<file path="config.mk">
export PLATFORM = sky130hd
export DESIGN_NAME = multi_edge_detector
export DESIGN_NICKNAME = d
export VERILOG_FILES = /design/src/rtl/multi_edge_detector.sv
export SDC_FILE = /design/constraint.sdc
export NUM_CORES = 1
export LEC_CHECK = 0
export CAP_MARGIN = 0
export CORE_AREA = 5 5 67 69
export DETAILED_ROUTE_END_ITERATION = 10
export DIE_AREA = 0 0 72 74
export PLACE_DENSITY = 0.78
export SLEW_MARGIN = 20
export SYNTH_ARGS = -nofsm -noshare
export SYNTH_HDL_FRONTEND = slang
export SYNTH_SLANG_ARGS = --single-unit
</file>
<file path="constraint.sdc">
create_clock -name clk -period 1.6 [get_ports clk]
set_input_delay 0.32 -clock clk [delete_from_list [all_inputs] [get_ports clk]]
set_output_delay 0.32 -clock clk [all_outputs]
set_load 0.1 [all_outputs]
</file>
<file path="src/rtl/multi_edge_detector.sv">
// multi_edge_detector: N-channel debounced edge detector.
// Each channel synchronises its raw input, filters it with a stability counter,
// tracks the debounced level with a 4-state Moore FSM and raises a one-cycle
// tick plus a sticky pending flag on enabled edges. The pending flags OR into irq.

module med_channel #(
   parameter int SYNC_STAGES = 2,
   parameter int DEBOUNCE    = 4
) (
   input  logic       clk,
   input  logic       reset,
   input  logic       level,
   input  logic [1:0] mode,
   input  logic       clr,
   output logic       tick,
   output logic       filt,
   output logic       pending
);

   localparam int CW = (DEBOUNCE < 1) ? 1 : $clog2(DEBOUNCE + 1);
   localparam logic [CW-1:0] CNT_LAST = CW'(DEBOUNCE - 1);

   typedef enum logic [1:0] {
      ZERO = 2'b00,
      RISE = 2'b01,
      ONE  = 2'b10,
      FALL = 2'b11
   } state_t;

   logic [SYNC_STAGES-1:0] sync_q;
   logic                   s;
   logic [CW-1:0]          cnt_q, cnt_nxt;
   state_t                 state_q, state_nxt;
   logic                   rise_en, fall_en;

   // Synchroniser chain; the raw level enters bit 0 and leaves from the top bit.
   always_ff @(posedge clk or posedge reset) begin
      if (reset) sync_q <= '0;
      else       sync_q <= {sync_q[SYNC_STAGES-2:0], level};
   end

   assign s = sync_q[SYNC_STAGES-1];

   // State and stability counter registers.
   always_ff @(posedge clk or posedge reset) begin
      if (reset) begin
         state_q <= ZERO;
         cnt_q   <= '0;
      end else begin
         state_q <= state_nxt;
         cnt_q   <= cnt_nxt;
      end
   end

   // Next state: count consecutive cycles where the synced level differs from
   // the accepted level; the counter restarts on any agreement and while in
   // the single-cycle RISE/FALL states.
   always_comb begin
      state_nxt = state_q;
      cnt_nxt   = '0;
      case (state_q)
         ZERO: begin
            if (s) begin
               if (cnt_q == CNT_LAST) state_nxt = RISE;
               else                   cnt_nxt   = cnt_q + CW'(1);
            end
         end
         RISE: state_nxt = ONE;
         ONE: begin
            if (!s) begin
               if (cnt_q == CNT_LAST) state_nxt = FALL;
               else                   cnt_nxt   = cnt_q + CW'(1);
            end
         end
         FALL: state_nxt = ZERO;
         default: state_nxt = ZERO;
      endcase
   end

   // Moore outputs decoded from the state register; mode 11 masks both edges.
   assign rise_en = (mode == 2'b00) || (mode == 2'b10);
   assign fall_en = (mode == 2'b01) || (mode == 2'b10);
   assign filt    = (state_q == RISE) || (state_q == ONE);
   assign tick    = ((state_q == RISE) && rise_en) || ((state_q == FALL) && fall_en);

   // Sticky pending flag; a new tick wins over a simultaneous clear.
   always_ff @(posedge clk or posedge reset) begin
      if (reset) pending <= 1'b0;
      else       pending <= tick | (pending & ~clr);
   end

endmodule

module multi_edge_detector #(
   parameter int N_CH        = 4,
   parameter int SYNC_STAGES = 2,
   parameter int DEBOUNCE    = 4
) (
   input  logic              clk,
   input  logic              reset,
   input  logic [N_CH-1:0]   level,
   input  logic [2*N_CH-1:0] mode,
   input  logic [N_CH-1:0]   clr,
   output logic [N_CH-1:0]   tick,
   output logic [N_CH-1:0]   filt,
   output logic [N_CH-1:0]   pending,
   output logic              irq
);

   // One fully independent detector per channel.
   for (genvar g = 0; g < N_CH; g++) begin : g_ch
      med_channel #(
         .SYNC_STAGES (SYNC_STAGES),
         .DEBOUNCE    (DEBOUNCE)
      ) u_ch (
         .clk     (clk),
         .reset   (reset),
         .level   (level[g]),
         .mode    (mode[2*g +: 2]),
         .clr     (clr[g]),
         .tick    (tick[g]),
         .filt    (filt[g]),
         .pending (pending[g])
      );
   end

   assign irq = |pending;

endmodule

</file>
==> results of run 1 <==
## final cells by class
| class | count | area [µm²] |
|---|---|---|
| Clock buffer | 8 | 90.09 |
| Fill cell | 261 | 1240 |
| Inverter | 17 | 63.81 |
| Multi-Input combinational cell | 89 | 950.9 |
| Sequential cell | 32 | 803.3 |
| Tap cell | 50 | 62.56 |
| Timing Repair Buffer | 59 | 645.6 |
## synthesized netlist by cell type
cell      instances  share of area [%]
o22ai_2           1               0.74
nor4b_1           1               0.52
mux2i_1           6                3.5
nor4bb_1          1               0.59
or4_1             1               0.44
nor2_1            6                1.3
ha_1             28                 21
nor2b_1           3                1.1
o21ai_0           4                1.2
dfrtp_1          32                 47
nor3b_1           6                2.6
nand3_1           4                1.2
a21oi_1           5                1.5
o22a_1            1               0.52
buf_4            12                5.3
mux2_2            5                3.3
inv_1            17                3.8
nand2b_1          5                1.8
nand2_1           9                2.0
nor3_1            3               0.88
## cells in the final DEF, fill, tap and decap left out, types with 2 or more instances in the layout
master and instances:
nand2_2 8, inv_2 9, inv_1 8, dfrtp_1 30, nand2b_1 5, nor2b_1 3, nand3_1 3, buf_12 13
mux2i_1 6, dfrtp_2 2, nor2_1 6, ha_1 13, ha_4 9, mux2_2 5, dlygate4sd2_1 8, buf_6 2
o21ai_4 2, buf_4 27, a21oi_2 2, ha_2 6, nor3_1 2, clkbuf_1 2, clkdlybuf4s50_1 9, nor3b_1 6
clkbuf_8 6, o21ai_2 2, a21oi_1 3
## worst reg2reg max path: stages, from the launching register on
cell,delay [ns]
dfrtp_1,0.40
inv_2,0.07
ha_2,0.17
o21ai_2,0.07
buf_4,0.13
buf_4,0.13
buf_4,0.13
buf_4,0.12
buf_4,0.12
buf_4,0.12
buf_4,0.12
nand3_2,0.06
## state kept, by name (all words and copies together), names as in the netlist
register,count
g_ch.u_ch.state_q,8
g_ch.u_ch.sync_q,8
g_ch.u_ch.pending,4
g_ch.u_ch.cnt_q,12
## cells by family after synthesis
logic type | synth area share [%]
buffers and inverters | 9.051
adder cells (fa/ha/maj) | 20.60
flip-flops | 47.09
multiplexers | 6.843
AO/OA/AOI/OAI | 3.900
AND/OR/NAND/NOR | 12.51
## path summary, 6_finish.rpt
path / slack (ns) / endpoint / start / cells past startpoint
max in group asynchronous: 0.87 / g_ch[3].u_ch.state_q[0] / reset / 3
setup / recovery: -0.12 / irq / g_ch[1].u_ch.pending / 2
setup reg to reg: -0.07 / g_ch[1].u_ch.pending / g_ch[1].u_ch.state_q[1] / 11
min in group asynchronous: 0.42 / g_ch[3].u_ch.pending / reset / 3
hold reg to reg: 0.35 / g_ch[1].u_ch.sync_q[1] / g_ch[1].u_ch.sync_q[0] / 0
hold / removal: 0.35 / g_ch[1].u_ch.sync_q[1] / g_ch[1].u_ch.sync_q[0] / 0
## routing by layer
| layer | GRT usage (%) | share of wire [%] | vias up |
|---|---|---|---|
| li1 | - | - | 589 |
| met1 | 12.48 | 35 | 594 |
| met2 | 27.76 | 58 | 31 |
| met3 | 5.135 | 4.3 | 13 |
| met4 | 8.559 | 3.1 | 0 |
| met5 | 0 | 0 | - |
## stage by stage
step / std cells / instance area, µm²
floorplan: 150 / 1704
global placement: 231 / 2205
detailed placement: 231 / 2205
CTS: 251 / 2470
global route: 255 / 2616
finish: 255 / 2616
## what timing repair did
action	4_1_cts	5_1_grt
cloned	0	0
buffers inserted	12	4
gates resized for setup	38	26
setup endpoints to repair	8	13
pin swaps	13	5
==> qor.yml, run 1 <==
grt_overflow: 0
holdWs_ns: 0.3487
htreeDepth: 2
ctsHoldBuffers: 0
layout_min_cycle_time_ns: 1.717
slew_headroom_pct: 73.88
core_area_um2: 3856
crit_type: "reg2out"
ys.warnings.count: 0
required_ns: 1.28
path_cells: "or4_4, buf_12"
grt_max_degree: 33
clock.fmax_ghz: 0.5824
clk_latency_ns: 0.28
crit_buf_inv: 1
clockBufferDepth: 2
grt_pass1_wl_um: 5692
die_h_um: 74
die_area_um2: 5328
syn_area_um2: 1700
via_count: 1227
routed_wl_um: 3713
hold_path_class: "reg2reg"
slowest_delay_ns: 0.55
cp_max_fo: 2
nets: 250
clk_pin_slew_worst_paths_ns: 0.06
antennaDiodeCount: 0
synth_cell_types: 20
worstMarginPinSlew_ns: 0.3917
setup_viol: 5
num_rows: 23
final-hold-violation-count: 0
place_ws_ns: -0.3175
vias_per_cell: 4.812
ys_ff_latch: 32
port_buffers: 30
drive_gt1_share_pct: 47.80
dp_hpwl_um: 2500
violations: "setup timing"
firstDrtPassIters: 4
min_period_over_period_pct: 107.3
grt_usage_pct: 14.30
wl_per_cell_um: 14.56
dieWidth_um: 72
place_congestion: 0.7809
syn_nets: 196
status: "finished, violations left"
drv_cap: 0
arrival_ns: 1.40
syn_to_final_growth_pct: 53.86
crit_path_start_kind: "register"
antenna_found_initial: 0
syn_area_per_cell_um2: 11.34
slowest_stage: "or4_4"
cts-buffers-inserted: 5
clock-sinks: 32
cts_tree: "done"
cts-root-buf: "clkbuf_8"
seq_area_frac_synth_pct: 47.09
finalSetupTns_ns: -0.2532
finalClockSkew_ns: 0.007248
grt_pass1_vias: 1333
worst_slack_ns: -0.1170
crit_family: "simple AND/OR/NAND/NOR gates"
drc: 0
worstSetupEndpointType: "primary output"
start_util_pct: 44.09
ios: 31
rsz0062_at_grt: "true"
finalMaxSlewViolations: 0
utilization_pct: 67.85
ant_nets: 0
drt_iter0_markers: 30
syn_inst: 150
Power of run 1 is not shown: default switching activity piles up to over one toggle a cycle in this logic, so the estimate is an artifact.
==> run 2, diff against run 1 <==
--- a/config.mk
+++ b/config.mk
@@ -6,10 +6,12 @@
 export NUM_CORES = 1
 export LEC_CHECK = 0
 export CAP_MARGIN = 0
-export CORE_AREA = 5 5 67 69
+export CELL_PAD_IN_SITES_DETAIL_PLACEMENT = 1
+export CELL_PAD_IN_SITES_GLOBAL_PLACEMENT = 1
+export CORE_AREA = 5 5 78 80
 export DETAILED_ROUTE_END_ITERATION = 10
-export DIE_AREA = 0 0 72 74
-export PLACE_DENSITY = 0.78
+export DIE_AREA = 0 0 83 85
+export PLACE_DENSITY = 0.72
 export SLEW_MARGIN = 20
 export SYNTH_ARGS = -nofsm -noshare
 export SYNTH_HDL_FRONTEND = slang
==> run 2 against run 1 <==
The flow still finishes with violations (setup timing). Cell count grew 11%. Non-clock buffer count grew 6. Global-route usage shrank 2.2 points. Setup slack lost 0.010 ns. Final area grew 6.2%. Sequential cell count is the same. Register-to-register slack gained 0.04 ns. Critical path type unchanged.
==> qor.yml, run 2 (synthesis results as in run 1) <==
routed_wl_um: 4397  # +18%
clock-sinks: 32  # unchanged
via_count: 1266  # +3.2%
ctsHoldBuffers: 0  # unchanged
worstMarginPinSlew_ns: 0.4242  # +0.03243 ns
grt_pass1_vias: 1409  # +5.7%
slowest_stage: "or4_4"
place_congestion: 0.6958  # -11%
finalMaxSlewViolations: 0  # unchanged
rsz0062_at_grt: "true"
port_buffers: 30  # unchanged
reg2reg_to: "g_ch[2].u_ch.state_q[1]"
antenna_found_initial: 0  # unchanged
clk_pin_slew_worst_paths_ns: 0.07  # about the same
arrival_ns: 1.41  # about the same
firstDrtPassIters: 2  # -2
die_h_um: 85  # +15%
clk_latency_ns: 0.29  # about the same
drt_iter0_markers: 40  # +33%
worstRegToRegCells: 6  # -5
whs_path_depth: 0  # unchanged
grt.met2_usage_pct: 24.05  # -3.7 points
cts-buffers-inserted: 5  # unchanged
hold_path_class: "reg2reg"
min_period_over_period_pct: 108.0  # +0.64 points
drv_cap: 0  # unchanged
drc: 0  # unchanged
grt_usage_pct: 12.08  # -2.2 points
ios: 31  # unchanged
use_met1_pct: 12.01  # -0.46 points
setup_viol: 7  # +2
slowest_delay_ns: 0.55  # about the same
grt_pass1_wl_um: 6755  # +19%
min_to: "g_ch[1].u_ch.sync_q[1]"
drive_gt1_share_pct: 49.29  # +1.5 points
cp_max_fo: 2  # unchanged
worstSetupEndpointType: "primary output"
slew_headroom_pct: 71.72  # -2.2 points
regMostFlops: "g_ch.u_ch.cnt_q"
startpoint: "g_ch[3].u_ch.pending"
cts-root-buf: "clkbuf_8"
required_ns: 1.28  # about the same
met3_usage_pct: 3.786  # -1.3 points
worst_slack_ns: -0.1273  # -0.01025 ns
nets: 256  # +2.4%
wl_per_cell_um: 15.54  # +6.7%
core_area_um2: 5338  # +38%
start_util_pct: 31.86  # -12 points
final_cell_mix: "dfrtp_1 (30), buf_4 (28), buf_12 (14)"
reg2reg_from: "g_ch[2].u_ch.state_q[1]"
cts_tree: "done"
clock.fmax_ghz: 0.5789  # -0.59%
grt_overflow: 0  # unchanged
final_common_cell: "dfrtp_1"
crit_type: "reg2out"
antennaDiodeCount: 0  # unchanged
dieWidth_um: 83  # +15%
final-hold-violation-count: 0  # unchanged
hp-start: "g_ch[1].u_ch.sync_q[0]"
num_rows: 27  # +17%
grt_max_degree: 33  # unchanged
reg.largest.list: "g_ch.u_ch.cnt_q: 12 flops, g_ch.u_ch.state_q: 8 flops, g_ch.u_ch.sync_q: 8 flops"
vias_per_cell: 4.473  # -7.0%
fill_cells: 571  # +120%
violations: "setup timing"
dp_hpwl_um: 2443  # -2.3%
r2r_setup_slack_ns: -0.03  # +0.04 ns
top_usage_layer: "met2"
crit_path_start_kind: "register"
htreeDepth: 2  # unchanged
path_cells: "or4_4, buf_12"
holdWs_ns: 0.3553  # +0.006559 ns
status: "finished, violations left"
syn_to_final_growth_pct: 63.36
largest_reg_flops: 12  # unchanged
layout_min_cycle_time_ns: 1.727  # +0.01025 ns
finalClockSkew_ns: 0.004732  # -0.002516 ns
ant_nets: 0  # unchanged
die_area_um2: 7055  # +32%
clockBufferDepth: 2  # unchanged
run 2: metrics by stage:
step	TNS [ns]	cells	setup WS, ns	utilization, %	area (µm²)
global route	-0.8147	283	-0.1672	52.04	2778
global placement	-1.039	249	-0.2658	41.26	2202
floorplan	0	150	0.1063	-	1704
finish	-0.2704	283	-0.1273	52.04	2778
CTS	-0.1677	281	-0.1183	49.86	2661
detailed placement	-1.140	249	-0.2979	41.26	2202
run 2: worst max path at each step:
stage                               to  slack, ns  cells after the start
4_1_cts                            irq      -0.12                      2
5_1_grt                            irq      -0.17                      2
3_5_place_dp                   tick[3]      -0.30                      6
3_3_place_gp                   tick[1]      -0.27                      6
6_report                           irq      -0.13                      2
2_1_floorplan  g_ch[2].u_ch.state_q[1]       0.11                      5
run 2: worst max-delay path, delay by kind of cell (launching register included):
family / cells / cell delay, ns
and+or+nand+nor: 1 / 0.55
DFF: 1 / 0.39
buffers and inverters: 1 / 0.18
run 2: cell type report:
class                           instances  area, µm²  area share (%)
Clock buffer                            6      72.57           2.613
Clock inverter                          2      35.03           1.261
Inverter                               17      63.81           2.297
Multi-Input combinational cell         89      994.7           35.81
Sequential cell                        32      803.3           28.92
Tap cell                               72      90.09           3.243
Timing Repair Buffer                   65      718.2           25.86
run 2: routing by layer:
layer	part of all wire [%]	wire, µm	vias to the layer above
met5	0	0	-
met4	0.86	38	0
met3	3.1	136	4
met2	61	2675	25
met1	35	1546	637
li1	-	-	600
run 2: repair_timing:
item                                    4_1_cts  5_1_grt
endpoints found under the setup margin        9       12
pin swaps                                    18       13
resized for setup                            52       19
buffers inserted                             24        3
Power of run 2 is left out for the same reason.
==> run 3, diff against run 2 <==
--- a/config.mk
+++ b/config.mk
@@ -11,7 +11,7 @@
 export CORE_AREA = 5 5 78 80
 export DETAILED_ROUTE_END_ITERATION = 10
 export DIE_AREA = 0 0 83 85
-export PLACE_DENSITY = 0.72
+export PLACE_DENSITY = 0.7
 export SLEW_MARGIN = 20
 export SYNTH_ARGS = -nofsm -noshare
 export SYNTH_HDL_FRONTEND = slang
==> constraint.sdc (replaced) <==
create_clock -name clk -period 1.9 [get_ports clk]
set_input_delay 0.38 -clock clk [delete_from_list [all_inputs] [get_ports clk]]
set_output_delay 0.38 -clock clk [all_outputs]
set_load 0.1 [all_outputs]
==> run 3 against run 2 <==
The flow now finishes without violations. Routed wire length fell by 16%. Non-clock buffer count fell by 15. Sequential cell count did not move. Global-route usage fell by 1.0 points. Register-to-register slack improved by 0.14 ns. Setup slack improved by 0.14 ns. Core utilization fell by 5.2 points. Final area fell by 10%. Clock-buffer cell count rose by 2. Cell count fell by 5.3%.
==> qor.yml, run 3 (synthesis results as in run 1) <==
dp_hpwl_um: 2680  # +9.7%
hold_path_class: "reg2reg"
place_congestion: 0.8012  # +15%
worstRegToRegCells: 12  # +6
die_area_um2: 7055  # unchanged
setup_viol: 0  # -7
final-hold-violation-count: 0  # unchanged
ant_nets: 0  # unchanged
cts-buffers-inserted: 5  # unchanged
grt_pass1_vias: 1401  # -0.57%
port_buffers: 30  # unchanged
cts_tree: "done"
finalClockSkew_ns: 0.005244  # +0.0005119 ns
antennaDiodeCount: 0  # unchanged
hp-start: "g_ch[1].u_ch.sync_q[0]"
layout_min_cycle_time_ns: 1.890
clock-sinks: 32  # unchanged
firstDrtPassIters: 3  # +1
htreeDepth: 2  # unchanged
clk_pin_slew_worst_paths_ns: 0.07  # about the same
antenna_found_initial: 0  # unchanged
drt_iter0_markers: 27  # -33%
arrival_ns: 1.51  # +0.10 ns
utilization_pct: 46.86  # -5.2 points
holdWs_ns: 0.3482  # -0.007100 ns
drive_gt1_share_pct: 37.24  # -12 points
status: "complete, no violations"
place_ws_ns: -0.1805  # +0.1173 ns
ios: 31  # unchanged
clock.fmax_ghz: 0.5290
grt_overflow: 0  # unchanged
wl_per_cell_um: 13.78  # -11%
final_common_cell: "dfrtp_1"
nets: 241  # -5.9%
dieWidth_um: 83  # unchanged
crit_type: "in2out"
final_cell_mix: "dfrtp_1 (30), ha_1 (20), buf_4 (20)"
drv_cap: 0  # unchanged
drc: 0  # unchanged
clk_latency_ns: 0.28  # about the same
via_count: 1192  # -5.8%
grt_max_degree: 33  # unchanged
cp_max_fo: 2  # unchanged
start_util_pct: 31.86  # unchanged
min_period_over_period_pct: 99.49
fill_cells: 590  # +3.3%
worst_slack_ns: 0.009659  # +0.1369 ns
reg2reg_from: "g_ch[1].u_ch.state_q[1]"
required_ns: 1.52  # +0.24 ns
cts-root-buf: "clkbuf_8"
vias_per_cell: 4.448  # -0.58%
r2r_setup_slack_ns: 0.11  # +0.14 ns
regMostFlops: "g_ch.u_ch.cnt_q"
core_area_um2: 5338  # unchanged
clockBufferDepth: 2  # unchanged
reg2reg_to: "g_ch[1].u_ch.pending"
grt_usage_pct: 11.09  # -1.0 points
routed_wl_um: 3693  # -16%
largest_reg_flops: 12  # unchanged
crit_path_start_kind: "primary input"
finalMaxSlewViolations: 0  # unchanged
die_h_um: 85  # unchanged
whs_path_depth: 0  # unchanged
min_to: "g_ch[1].u_ch.sync_q[1]"
grt_pass1_wl_um: 6361  # -5.8%
reg.largest.list: "g_ch.u_ch.cnt_q: 12 flops, g_ch.u_ch.state_q: 8 flops, g_ch.u_ch.sync_q: 8 flops"
worstSetupEndpointType: "primary output"
num_rows: 27  # unchanged
worstMarginPinSlew_ns: 0.4087  # -0.01547 ns
slew_headroom_pct: 72.75  # +1.0 points
syn_to_final_growth_pct: 47.09
-- run 3: cell type report --
class | count | area (µm²) | area share [%]
timing repair buffer | 50 | 584.3 | 23.36
multi-input combinational | 89 | 869.6 | 34.77
inverter | 17 | 63.81 | 2.551
sequential | 32 | 803.3 | 32.12
tap | 72 | 90.09 | 3.602
clock buffer | 8 | 90.09 | 3.602
-- run 3: routing by layer --
layer	global-route usage, %	share of wire (%)	routed length [µm]
met1	9.755	36	1331
met5	0	0	0
met2	22.96	58	2144
met3	3.592	4.3	160
met4	4.012	1.5	56
-- run 3: worst max path at each step --
| stage | slack (ns) | cells after the start | end | from |
|---|---|---|---|---|
| finish | 0.01 | 6 | tick[0] | mode[0] |
| global route | -0.02 | 6 | tick[0] | mode[0] |
| CTS | 0.0004 | 2 | irq | g_ch[1].u_ch.pending |
| detailed placement | -0.18 | 6 | tick[3] | mode[6] |
| global placement | -0.12 | 6 | tick[1] | mode[2] |
| floorplan | 0.19 | 1 | irq | g_ch[0].u_ch.pending |
-- run 3: stage by stage --
stage               area (µm²)  cells  TNS (ns)
global route              2501    268  -0.02516
finish                    2501    268         0
CTS                       2390    265         0
global placement          2183    247   -0.3226
floorplan                 1700    150         0
detailed placement        2183    247   -0.5954
-- run 3: worst max-delay path, cell delays in order --
cell and delay, ns:
clkdlybuf4s50_1 0.47, inv_2 0.07, ha_4 0.17, o21ai_4 0.16, nand2_2 0.09, buf_12 0.17
-- run 3: repair_timing --
| item | CTS | global route |
|---|---|---|
| pin swaps | 6 | 5 |
| gates resized for setup | 26 | 19 |
| hold buffers | 0 | 0 |
| buffers inserted | 10 | 3 |
| setup endpoints to repair | 5 | 5 |
Power of run 3 is left out for the same reason.
